--- src/rtl/ahb_bridge_pkg.sv ---
// Shared types and constants for the AHB-to-APB bridge.
package ahb_bridge_pkg;

  // AHB transfer types
  typedef enum logic [1:0] {
    IDLE   = 2'b00,
    BUSY   = 2'b01,
    NONSEQ = 2'b10,
    SEQ    = 2'b11
  } htrans_t;

  // AHB response codes
  localparam logic [1:0] HRESP_OKAY  = 2'b00;
  localparam logic [1:0] HRESP_ERROR = 2'b01;

  // Response FSM states; ERR1/ERR2 are the two cycles of an AHB ERROR response
  typedef enum logic [1:0] {
    OKAY = 2'b00,
    ERR1 = 2'b01,
    ERR2 = 2'b10
  } resp_state_t;

  // Default bridge address window
  localparam logic [31:0] DEF_BASE_ADDR = 32'h8000_0000;
  localparam logic [31:0] DEF_SLV_SPAN  = 32'h0400_0000;

  // Only byte, halfword and word transfers reach the APB side
  function automatic logic size_ok(input logic [2:0] hsize);
    return (hsize <= 3'd2);
  endfunction

endpackage

--- src/rtl/ahb_addr_decode.sv ---
// Combinational address decode: peripheral one-hot select, window hit and
// natural alignment of the access. Shared with the bridge's address checker,
// so it carries no transfer qualification of its own.
module ahb_addr_decode
  import ahb_bridge_pkg::*;
#(
  parameter int          ADDR_W    = 32,
  parameter int          NUM_SLV   = 3,
  parameter logic [31:0] BASE_ADDR = DEF_BASE_ADDR,
  parameter logic [31:0] SLV_SPAN  = DEF_SLV_SPAN
) (
  input  logic [ADDR_W-1:0]  haddr_i,
  input  logic [2:0]         hsize_i,
  output logic [NUM_SLV-1:0] tempselx_o,
  output logic               in_range_o,
  output logic               aligned_o
);

  // Window arithmetic is done in 64 bits so the end of the window cannot wrap
  localparam logic [63:0] BASE64  = 64'(BASE_ADDR);
  localparam logic [63:0] SPAN64  = 64'(SLV_SPAN);
  localparam logic [63:0] WIN_END = BASE64 + (64'(NUM_SLV) * SPAN64);

  logic [63:0] addr_w;
  logic [63:0] offset;

  // Window hit and per-region select
  always_comb begin
    tempselx_o = '0;
    addr_w     = 64'(haddr_i);
    offset     = addr_w - BASE64;
    in_range_o = (addr_w >= BASE64) && (addr_w < WIN_END);
    for (int i = 0; i < NUM_SLV; i++) begin
      tempselx_o[i] = in_range_o &&
                      (offset >= (64'(i) * SPAN64)) &&
                      (offset <  (64'(i + 1) * SPAN64));
    end
  end

  // Natural alignment; sizes above a word are never considered aligned
  always_comb begin
    case (hsize_i)
      3'd0:    aligned_o = 1'b1;
      3'd1:    aligned_o = ~haddr_i[0];
      3'd2:    aligned_o = (haddr_i[1:0] == 2'b00);
      default: aligned_o = 1'b0;
    endcase
  end

endmodule

--- src/rtl/ahb_slave_frontend.sv ---
// AHB slave front-end of the AHB-to-APB bridge: qualifies transfers, decodes
// the peripheral, pipelines address/data/direction for the APB FSM, returns
// read data and drives Hreadyout/Hresp including the two-cycle ERROR response.
//
// Handshake: an address phase is sampled on a rising edge only when
// Hreadyin=1 (bus-level HREADY); with Hreadyin=0 every pipeline stage holds.
// valid marks a legal NONSEQ/SEQ transfer that the APB FSM should act on in
// this cycle; bridge_ready=0 stretches the data phase through Hreadyout.
module ahb_slave_frontend
  import ahb_bridge_pkg::*;
#(
  parameter int          ADDR_W    = 32,
  parameter int          DATA_W    = 32,
  parameter int          NUM_SLV   = 3,
  parameter logic [31:0] BASE_ADDR = DEF_BASE_ADDR,
  parameter logic [31:0] SLV_SPAN  = DEF_SLV_SPAN
) (
  input  logic               Hclk,
  input  logic               Hresetn,
  input  logic [1:0]         Htrans,
  input  logic               Hwrite,
  input  logic               Hreadyin,
  input  logic [ADDR_W-1:0]  Haddr,
  input  logic [DATA_W-1:0]  Hwdata,
  input  logic [2:0]         Hsize,
  input  logic [2:0]         Hburst,
  output logic               Hreadyout,
  output logic [1:0]         Hresp,
  output logic [DATA_W-1:0]  Hrdata,
  input  logic               bridge_ready,
  input  logic [DATA_W-1:0]  prdata,
  input  logic               prdata_valid,
  output logic               valid,
  output logic [NUM_SLV-1:0] tempselx,
  output logic [ADDR_W-1:0]  haddr1,
  output logic [ADDR_W-1:0]  haddr2,
  output logic [DATA_W-1:0]  hwdata1,
  output logic [DATA_W-1:0]  hwdata2,
  output logic               hwrite_reg,
  output logic               hwrite_reg1,
  output logic [2:0]         hsize_reg,
  output logic [2:0]         hburst_reg,
  output logic [1:0]         state_dbg
);

  htrans_t             htrans;
  logic                active;
  logic                legal;
  logic                illegal;
  logic                in_range;
  logic                aligned;
  logic [NUM_SLV-1:0]  dec_sel;
  logic                hready_int;
  resp_state_t         state_q;
  resp_state_t         state_d;

  ahb_addr_decode #(
    .ADDR_W    (ADDR_W),
    .NUM_SLV   (NUM_SLV),
    .BASE_ADDR (BASE_ADDR),
    .SLV_SPAN  (SLV_SPAN)
  ) u_decode (
    .haddr_i    (Haddr),
    .hsize_i    (Hsize),
    .tempselx_o (dec_sel),
    .in_range_o (in_range),
    .aligned_o  (aligned)
  );

  // Transfer qualification: IDLE and BUSY never count, nor does an address
  // phase presented while the bus is stalled.
  always_comb begin
    htrans  = htrans_t'(Htrans);
    active  = Hreadyin && ((htrans == NONSEQ) || (htrans == SEQ));
    legal   = active && in_range && aligned && size_ok(Hsize);
    illegal = active && !legal;
  end

  // Downstream strobes; a legal transfer arriving during ERR2 is dropped and
  // must be re-issued by the master.
  always_comb begin
    valid    = Hresetn && legal && (state_q == OKAY);
    tempselx = (Hresetn && active) ? dec_sel : '0;
  end

  // Slave response; Hreadyout is held high while in reset
  always_comb begin
    case (state_q)
      OKAY:    hready_int = bridge_ready;
      ERR1:    hready_int = 1'b0;
      ERR2:    hready_int = 1'b1;
      default: hready_int = 1'b1;
    endcase
    Hreadyout = hready_int || !Hresetn;
    Hresp     = (state_q == OKAY) ? HRESP_OKAY : HRESP_ERROR;
    state_dbg = state_q;
  end

  // Response FSM next state
  always_comb begin
    state_d = state_q;
    case (state_q)
      OKAY: if (illegal && hready_int) state_d = ERR1;
      ERR1: state_d = ERR2;
      ERR2: state_d = illegal ? ERR1 : OKAY;
      default: state_d = OKAY;
    endcase
  end

  // Response FSM state register
  always_ff @(posedge Hclk or negedge Hresetn) begin
    if (!Hresetn) state_q <= OKAY;
    else          state_q <= state_d;
  end

  // Two-stage address/data/direction pipeline, frozen while the bus stalls
  always_ff @(posedge Hclk or negedge Hresetn) begin
    if (!Hresetn) begin
      haddr1      <= '0;
      haddr2      <= '0;
      hwdata1     <= '0;
      hwdata2     <= '0;
      hwrite_reg  <= 1'b0;
      hwrite_reg1 <= 1'b0;
      hsize_reg   <= '0;
      hburst_reg  <= '0;
    end else if (Hreadyin) begin
      haddr1      <= Haddr;
      haddr2      <= haddr1;
      hwdata1     <= Hwdata;
      hwdata2     <= hwdata1;
      hwrite_reg  <= Hwrite;
      hwrite_reg1 <= hwrite_reg;
      hsize_reg   <= Hsize;
      hburst_reg  <= Hburst;
    end
  end

  // Read data return register, loaded whenever the APB side has data
  always_ff @(posedge Hclk or negedge Hresetn) begin
    if (!Hresetn)          Hrdata <= '0;
    else if (prdata_valid) Hrdata <= prdata;
  end

endmodule
--- config.mk ---
export PLATFORM = sky130hd
export DESIGN_NAME = ahb_slave_frontend
export DESIGN_NICKNAME = d
export VERILOG_FILES = /design/src/rtl/ahb_bridge_pkg.sv /design/src/rtl/ahb_addr_decode.sv /design/src/rtl/ahb_slave_frontend.sv
export SDC_FILE = /design/constraint.sdc
export NUM_CORES = 1
export LEC_CHECK = 0
export BUFFER_PORTS_ARGS = -buffer_cell sky130_fd_sc_hd__clkbuf_2
export CORE_ASPECT_RATIO = 1.1
export CORE_MARGIN = 2
export CORE_UTILIZATION = 47
export DETAILED_ROUTE_END_ITERATION = 8
export PLACE_DENSITY = 0.84
export SYNTH_ARGS = -nofsm -noshare
export SYNTH_HDL_FRONTEND = slang
export SYNTH_SLANG_ARGS = --single-unit
--- constraint.sdc ---
create_clock -name Hclk -period 1.3 [get_ports Hclk]
set_clock_uncertainty 0.2 [all_clocks]
set_input_delay 0.065 -clock Hclk [delete_from_list [all_inputs] [get_ports Hclk]]
set_output_delay 0.065 -clock Hclk [all_outputs]
set_load 0.1 [all_outputs]
==> reports/results.txt, run 1 <==
Synth Flop Type -> dfrtp_1
Commonest cells post-synth -> 170 x dfrtp_1, 166 x mux2_2, 17 x buf_4
post-synth top area share -> 0.660
Initial Util -> 0.483
average size of a mapped cell -> 17.1 sq um
CTS Buffer Depth -> 2
register area share after synthesis -> 0.660
count leader, synth -> dfrtp_1
IO Port Bufs -> 284
CTS H-tree depth -> 4
die height -> 127 um
Area contributors post-synth -> dfrtp_1 66%, mux2_2 29%, buf_4 2.0%
Yosys top cell by area -> dfrtp_1
Yosys warning total -> 0
Post-Syn Area -> 0.00644 sq mm
die width -> 116 um
#FFs+latches synth -> 170
CTS root buf -> clkbuf_16
number of CTS-inserted buffers -> 17
Final HPWL DP -> 15700 um
first error message -> [ERROR DPL-0033] detailed placement checks failed during check placement.
distinct cell type count after synthesis -> 18
clock sinks -> 170
Cells after Synth -> 376
fraction of registers with async set/reset -> 1.00
Syn Nets -> 486
Last stage -> clock tree synthesis
CTS hold repair buffers -> 109
Post-synth EDFFs -> 0
post-cts resize count -> 3
Routability Congestion -> 0.765
Post-CTS Setup Repair Bufs -> 71
Ports -> 287
Cell Rows -> 44
status -> aborted with a tool error
stage by stage:
stage / TNS [ns] / setup WS, ns / cell area [sq um] / utilization / std cells
after floorplan: -2.27 / -0.897 / 6700 / - / 376
after global placement: -1.05 / -0.273 / 11000 / 0.827 / 839
after detailed placement: -1.39 / -0.350 / 11000 / 0.827 / 839
cells by family after synthesis:
family,count (synthesis),synth area share
and+or+nand+nor,9,0.0159
buffers and inverters,22,0.0231
other,1,0.000582
AOI/OAI and AO/OA,6,0.00622
muxes,168,0.294
DFF,170,0.660
==> run 2, diff against run 1 <==
CORE_ASPECT_RATIO = unset   (was 1.1)
CORE_UTILIZATION = 40   (was 47)
PLACE_DENSITY = unset   (was 0.84)
PLACE_DENSITY_LB_ADDON = 0.15   (was unset)
==> reports/results.txt, run 2 <==
status -> finished, violations left (was aborted with a tool error)
failing checks -> setup timing
initial antenna violation count -> 1
routed length per instance -> 19.5 um
DRT Pass-1 Iters -> 4
Final HPWL DP -> 12900 um (was 15700 um)
Iter 0 DRT Violations -> 138
die height -> 131 um (was 127 um)
Post-Syn Area -> 0.00644 sq mm (unchanged)
Core ar. -> 0.0158 sq mm
largest net degree at the start of global routing -> 68
Cell Rows -> 46 (was 44)
fillers -> 709
Commonest cells post-synth -> 170 x dfrtp_1, 166 x mux2_2, 17 x buf_4 (unchanged)
die width -> 131 um (was 116 um)
Area contributors post-synth -> dfrtp_1 66%, mux2_2 29%, buf_4 2.0% (unchanged)
commonest non-fill, non-tap cells in the layout -> 182 x buf_12, 168 x dfrtp_2, 166 x mux2_2, 109 x dlygate4sd3_1, 104 x clkbuf_2
fraction of registers with async set/reset -> 1.00 (unchanged)
f_max -> 0.544 GHz
max cap viols -> 0
Post-synth EDFFs -> 0 (unchanged)
most common cell after layout, fill and taps aside -> buf_12
CP cell instances -> or2_4 > nor3b_4 > buf_12
Multi-input gate area -> 0.00208 sq mm
Worst EP required -> 1.03 ns
Die Area -> 0.0171 sq mm
met2 routed WL -> 11500 um
Crit path arrival time -> 1.57 ns
global router's overall resource usage -> 0.241
CTS root buf -> clkbuf_16 (unchanged)
Yosys top cell by area -> dfrtp_1 (unchanged)
Routed Antenna Nets -> 0
CTS H-tree depth -> 4 (unchanged)
first-pass GRT wire length -> 30700 um
LEAKAGE -> 5.85 nW
CP Class -> flip-flop to output pin
Layout area overhead -> 108%
vias in the first global route -> 5639
distinct cell type count after synthesis -> 18 (unchanged)
Cells after Synth -> 376 (unchanged)
Cell Pwr Density -> 1590 mW/mm^2
CP Capture Type -> output pin
period utilisation layout -> 1.41
#FFs+latches synth -> 170 (unchanged)
clock sinks -> 170 (unchanged)
min Tclk post-route -> 1.84 ns
crit path launch -> state_dbg[1]
final hold vios -> 0
Critical Path Max Stage Delay -> 0.47 ns
Max VDD drop -> 0.00104 V
crit path max fanout -> 2
share of layout cells above drive strength 1 -> 0.858
DR DRC count -> 0
reg2reg start -> hwdata1[26]
TritonCTS clock tree -> built
Pwr Total -> 21.3 mW
WL met3 -> 1410 um
count leader, synth -> dfrtp_1 (unchanged)
routed vias -> 5087
routed vias/inst -> 4.69
IO Port Bufs -> 284 (unchanged)
Ports -> 287 (unchanged)
final net count -> 965
post-synth top area share -> 0.660 (unchanged)
number of CTS-inserted buffers -> 17 (unchanged)
Worst-Skew Late Latency -> 0.41 ns
Hold Startpoint -> Hreadyin
top sig layer -> met4
clock-pin slew on the worst setup and hold paths -> 0.06 ns
average size of a mapped cell -> 17.1 sq um (unchanged)
Yosys warning total -> 0 (unchanged)
register area share after synthesis -> 0.660 (unchanged)
Hold Path Class -> input pin to flip-flop
setup ws final -> -0.539 ns
Syn Nets -> 486 (unchanged)
RSZ-0062 raised after global routing -> yes
Worst setup SP type -> flip-flop
Routability Congestion -> 0.814 (was 0.765)
Critical-path top delay cell -> dfrtp_4
met1 WL -> 7550 um
final wirelength -> 21200 um
GRT overflow -> 0
Synth Flop Type -> dfrtp_1 (unchanged)
fin. max-slew vios -> 0
CTS Buffer Depth -> 2 (unchanged)
# setup viols final -> 8
Seq. cell area -> 0.00447 sq mm
Initial Util -> 0.407 (was 0.483)
Fin Setup TNS -> -2.36 ns
[run 2: cell counts after synthesis]
Identical to the previous run, type by type.
[run 2: cell families after synthesis]
group / synth area share
AOI/OAI and AO/OA: 0.00622
buffers and inverters: 0.0231
DFF: 0.660
muxes: 0.294
other: 0.000582
and+or+nand+nor: 0.0159
[run 2: final cells by class]
| class | count | area share |
|---|---|---|
| well taps | 216 | 0.0202 |
| repair buffers | 480 | 0.445 |
| inverters | 2 | 0.000561 |
| diodes | 1 | 0.000187 |
| flip-flops and latches | 170 | 0.334 |
| clock inverters | 9 | 0.00851 |
| multi-input cells | 184 | 0.156 |
| clock buffers | 23 | 0.0357 |
[run 2: per-stage QoR]
step	util	hold WS, ns	area [sq um]	cells	setup slack [ns]
CTS	0.831	0.00526	13200	1059	-0.549
floorplan	-	-0.431	6700	376	-0.897
global placement	0.704	-0.136	11100	876	-0.167
global route	0.845	0.0162	13400	1085	-0.567
detailed placement	0.704	-0.137	11100	876	-0.213
finish	0.845	0.0159	13400	1085	-0.539
[run 2: where the power goes]
part           switching (mW)  internal [mW]
Combinational            5.84           3.64
Clock                    2.06           3.00
Sequential              0.734           6.05
[run 2: routing by layer]
metal | vias up | track usage
met5 | - | 0
met4 | 0 | 0.110
met3 | 50 | 0.0717
met2 | 215 | 0.445
met1 | 2529 | 0.252
li1 | 2293 | -
[run 2: repair_timing]
item,in CTS,in global routing
endpoints found under the setup margin,59,232
resized for setup,4,8
hold endpoints to repair,274,0
buffers inserted,42,24
pin swaps,2,2
hold buffers,109,0
cloned,0,1
[run 2: final timing paths]
| kind | endpoint | slack [ns] | depth (start not counted) |
|---|---|---|---|
| setup / recovery | valid | -0.54 | 3 |
| hold / removal | haddr2[12] | 0.02 | 3 |
| setup reg to reg | hwdata2[26] | 0.02 | 3 |
| hold reg to reg | Hrdata[17] | 0.34 | 1 |
| max in group asynchronous | hwdata2[14] | 0.17 | 4 |
| min in group asynchronous | haddr1[3] | 0.17 | 3 |
[run 2: worst max-delay path, delay by kind of cell, from the launching register on]
kind | cells | cell delay (ns)
simple gates | 2 | 0.49
flops | 1 | 0.47
buf+inv | 1 | 0.20
Power figures use the tool's default switching activity.
==> run 3, diff against run 2 <==
SYNTH_HIERARCHICAL = 1   (was unset)
==> reports/results.txt, run 3 <==
status -> finished, violations left (unchanged)
failing checks -> setup timing (unchanged)
Area contributors post-synth -> dfrtp_1 65%, mux2_2 29%, buf_6 2.4% (was dfrtp_1 66%, mux2_2 29%, buf_4 2.0%)
Internal -> 12.4 mW (was 12.7 mW)
Finished Cell Area -> 0.0133 sq mm (was 0.0134 sq mm)
fraction of registers with async set/reset -> 1.00 (unchanged)
final hold vios -> 0 (unchanged)
routed vias/inst -> 4.63 (was 4.69)
Layout area overhead -> 104% (was 108%)
Commonest cells post-synth -> 170 x dfrtp_1, 166 x mux2_2, 14 x buf_6 (was 170 x dfrtp_1, 166 x mux2_2, 17 x buf_4)
vias in the first global route -> 5689 (was 5639)
most common cell after layout, fill and taps aside -> buf_12 (unchanged)
Placed Cells incl. Taps -> 880 (was 876)
WP buf/inv -> 1 (unchanged)
f_max -> 0.547 GHz (was 0.544 GHz)
Critical Path Max Stage Delay -> 0.50 ns (was 0.47 ns)
global router's overall resource usage -> 0.225 (was 0.241)
period utilisation layout -> 1.41 (about the same)
CP Capture Type -> output pin (unchanged)
Critical-path top delay cell -> dfrtp_4 (unchanged)
Synth Flop Type -> dfrtp_1 (unchanged)
Max VDD drop -> 0.000932 V (was 0.00104 V)
routed vias -> 5041 (was 5087)
dpl cell area -> 0.0111 sq mm (about the same)
Ports -> 287 (unchanged)
Cell Rows -> 46 (unchanged)
initial antenna violation count -> 0 (was 1)
Cells after Synth -> 382 (was 376)
utilization after layout -> 0.838 (was 0.845)
CP Class -> flip-flop to output pin (unchanged)
clock sinks -> 170 (unchanged)
DRT Pass-1 Iters -> 4 (unchanged)
Die Area -> 0.0173 sq mm (was 0.0171 sq mm)
RSZ-0062 raised after global routing -> yes (unchanged)
Final HPWL DP -> 13100 um (was 12900 um)
CTS Buffer Depth -> 2 (unchanged)
# setup viols final -> 17 (was 8)
distinct cell type count after synthesis -> 26 (was 18)
diode count -> 0 (was 1)
Worst EP required -> 1.03 ns (about the same)
Hold Startpoint -> Hreadyin (unchanged)
Core ar. -> 0.0159 sq mm (was 0.0158 sq mm)
routed length per instance -> 18.4 um (was 19.5 um)
Cell Pwr Density -> 1580 mW/mm^2 (was 1590 mW/mm^2)
largest net degree at the start of global routing -> 90 (was 68)
clock-pin slew on the worst setup and hold paths -> 0.07 ns (was 0.06 ns)
first-pass GRT wire length -> 30300 um (was 30700 um)
post-synth top area share -> 0.653 (was 0.660)
commonest non-fill, non-tap cells in the layout -> 182 x buf_12, 168 x dfrtp_2, 166 x mux2_2, 109 x dlygate4sd3_1, 105 x clkbuf_2 (was 182 x buf_12, 168 x dfrtp_2, 166 x mux2_2, 109 x dlygate4sd3_1, 104 x clkbuf_2)
Routability Congestion -> 0.814 (about the same)
final wirelength -> 20000 um (was 21200 um)
IO Port Bufs -> 284 (unchanged)
net switching power -> 8.63 mW (about the same)
CTS root buf -> clkbuf_16 (unchanged)
average size of a mapped cell -> 17.1 sq um (about the same)
#FFs+latches synth -> 170 (unchanged)
Iter 0 DRT Violations -> 118 (was 138)
crit path max fanout -> 3 (was 2)
final net count -> 969 (was 965)
Top Family by Delay on Critical Path -> flip-flops (was simple AND/OR/NAND/NOR gates)
count leader, synth -> dfrtp_1 (unchanged)
Yosys top cell by area -> dfrtp_1 (unchanged)
Comb pwr share -> 0.448 (was 0.445)
Worst-Skew Late Latency -> 0.41 ns (about the same)
Hold Path Class -> input pin to flip-flop (unchanged)
die width -> 132 um (was 131 um)
share of layout cells above drive strength 1 -> 0.860 (was 0.858)
register area share after synthesis -> 0.653 (was 0.660)
number of CTS-inserted buffers -> 17 (unchanged)
Initial Util -> 0.410 (was 0.407)
share of total power in sequential cells -> 0.321 (was 0.318)
GRT overflow -> 0 (unchanged)
fraction of power consumed by the clock network -> 0.230 (was 0.237)
TritonCTS clock tree -> built (unchanged)
Switching Fraction -> 0.410 (was 0.405)
fin. max-slew vios -> 0 (unchanged)
LEAKAGE -> 5.83 nW (was 5.85 nW)
DR DRC count -> 0 (unchanged)
Post-synth EDFFs -> 0 (unchanged)
die height -> 132 um (was 131 um)
Fin Setup TNS -> -3.16 ns (was -2.36 ns)
Routed Antenna Nets -> 0 (unchanged)
Syn Nets -> 492 (was 486)
Post-Syn Area -> 0.00652 sq mm (was 0.00644 sq mm)
Crit path arrival time -> 1.56 ns (was 1.57 ns)
max cap viols -> 0 (unchanged)
setup ws final -> -0.528 ns (was -0.539 ns)
CP cell instances -> nor3b_4 > and4_4 > buf_12 (was or2_4 > nor3b_4 > buf_12)
Hold WS -> 0.0671 ns (was 0.0159 ns)
crit path launch -> state_dbg[0] (was state_dbg[1])
Layout Cells excl Fill -> 1088 (was 1085)
min Tclk post-route -> 1.83 ns (was 1.84 ns)
Yosys warning total -> 6 (was 0)
Worst setup SP type -> flip-flop (unchanged)
CTS H-tree depth -> 4 (unchanged)
reg2reg start -> hwdata1[24] (was hwdata1[26])
[run 3: worst reg2reg max path, delay by kind of cell (launching register included)]
family	cells	cell delay, ns
flops	1	0.43
buf+inv	2	0.27
mux	1	0.27
[run 3: layout make-up]
cell class / instances / area [sq um]
flip-flops and latches: 170 / 4470
clock inverters: 13 / 119
clock buffers: 19 / 453
multi-input cells: 192 / 2120
repair buffers: 478 / 5890
well taps: 216 / 270
fillers: 723 / 2570
[run 3: power groups by stage]
stage               Clock (mW)  Combinational (mW)  Sequential (mW)
floorplan                    0               0.829             11.1
global placement             0                8.73             6.83
detailed placement           0                8.81             6.89
CTS                       4.97                9.35             6.76
global route              5.21                9.66             6.84
finish                    4.85                9.44             6.76
[run 3: timing repair]
action | in CTS | in global routing
endpoints found under the hold margin | 277 | 3
endpoints found under the setup margin | 121 | 186
hold buffers | 108 | 2
pin swaps | 6 | 6
gates resized for setup | 3 | 2
buffers inserted | 49 | 18
[run 3: metrics by stage]
stage               total power [mW]  setup WS (ns)
global placement                15.6         -0.369
floorplan                       12.0         -0.523
finish                          21.1         -0.528
CTS                             21.1         -0.517
detailed placement              15.7         -0.400
global route                    21.7         -0.558
[run 3: path summary, 6_finish.rpt]
kind,to,slack (ns),cells past startpoint
setup reg to reg,hwdata1[24],0.02,3
min in group asynchronous,haddr1[28],0.24,3
hold / removal,hburst_reg[2],0.07,3
max in group asynchronous,hwdata1[1],0.24,3
hold reg to reg,Hrdata[5],0.35,1
setup / recovery,valid,-0.53,3
[run 3: cells by family (layout without fill, tap and decap cells)]
family / count (synthesis) / after routing / synth area share
flip-flops: 170 / 170 / 0.653
other: 1 / 1 / 0.000575
multiplexers: 168 / 168 / 0.290
AND/OR/NAND/NOR: 19 / 19 / 0.0211
buffers and inverters: 20 / 510 / 0.0303
AO/OA/AOI/OAI: 4 / 4 / 0.00499
[run 3: routing by layer]
metal | wire, um | up-vias | part of all wire | GRT usage
met5 | 0 | - | 0 | 0
met4 | 498 | 0 | 0.025 | 0.0821
met3 | 1620 | 37 | 0.081 | 0.0922
met2 | 11000 | 198 | 0.55 | 0.415
met1 | 6880 | 2502 | 0.34 | 0.225
li1 | - | 2304 | - | -
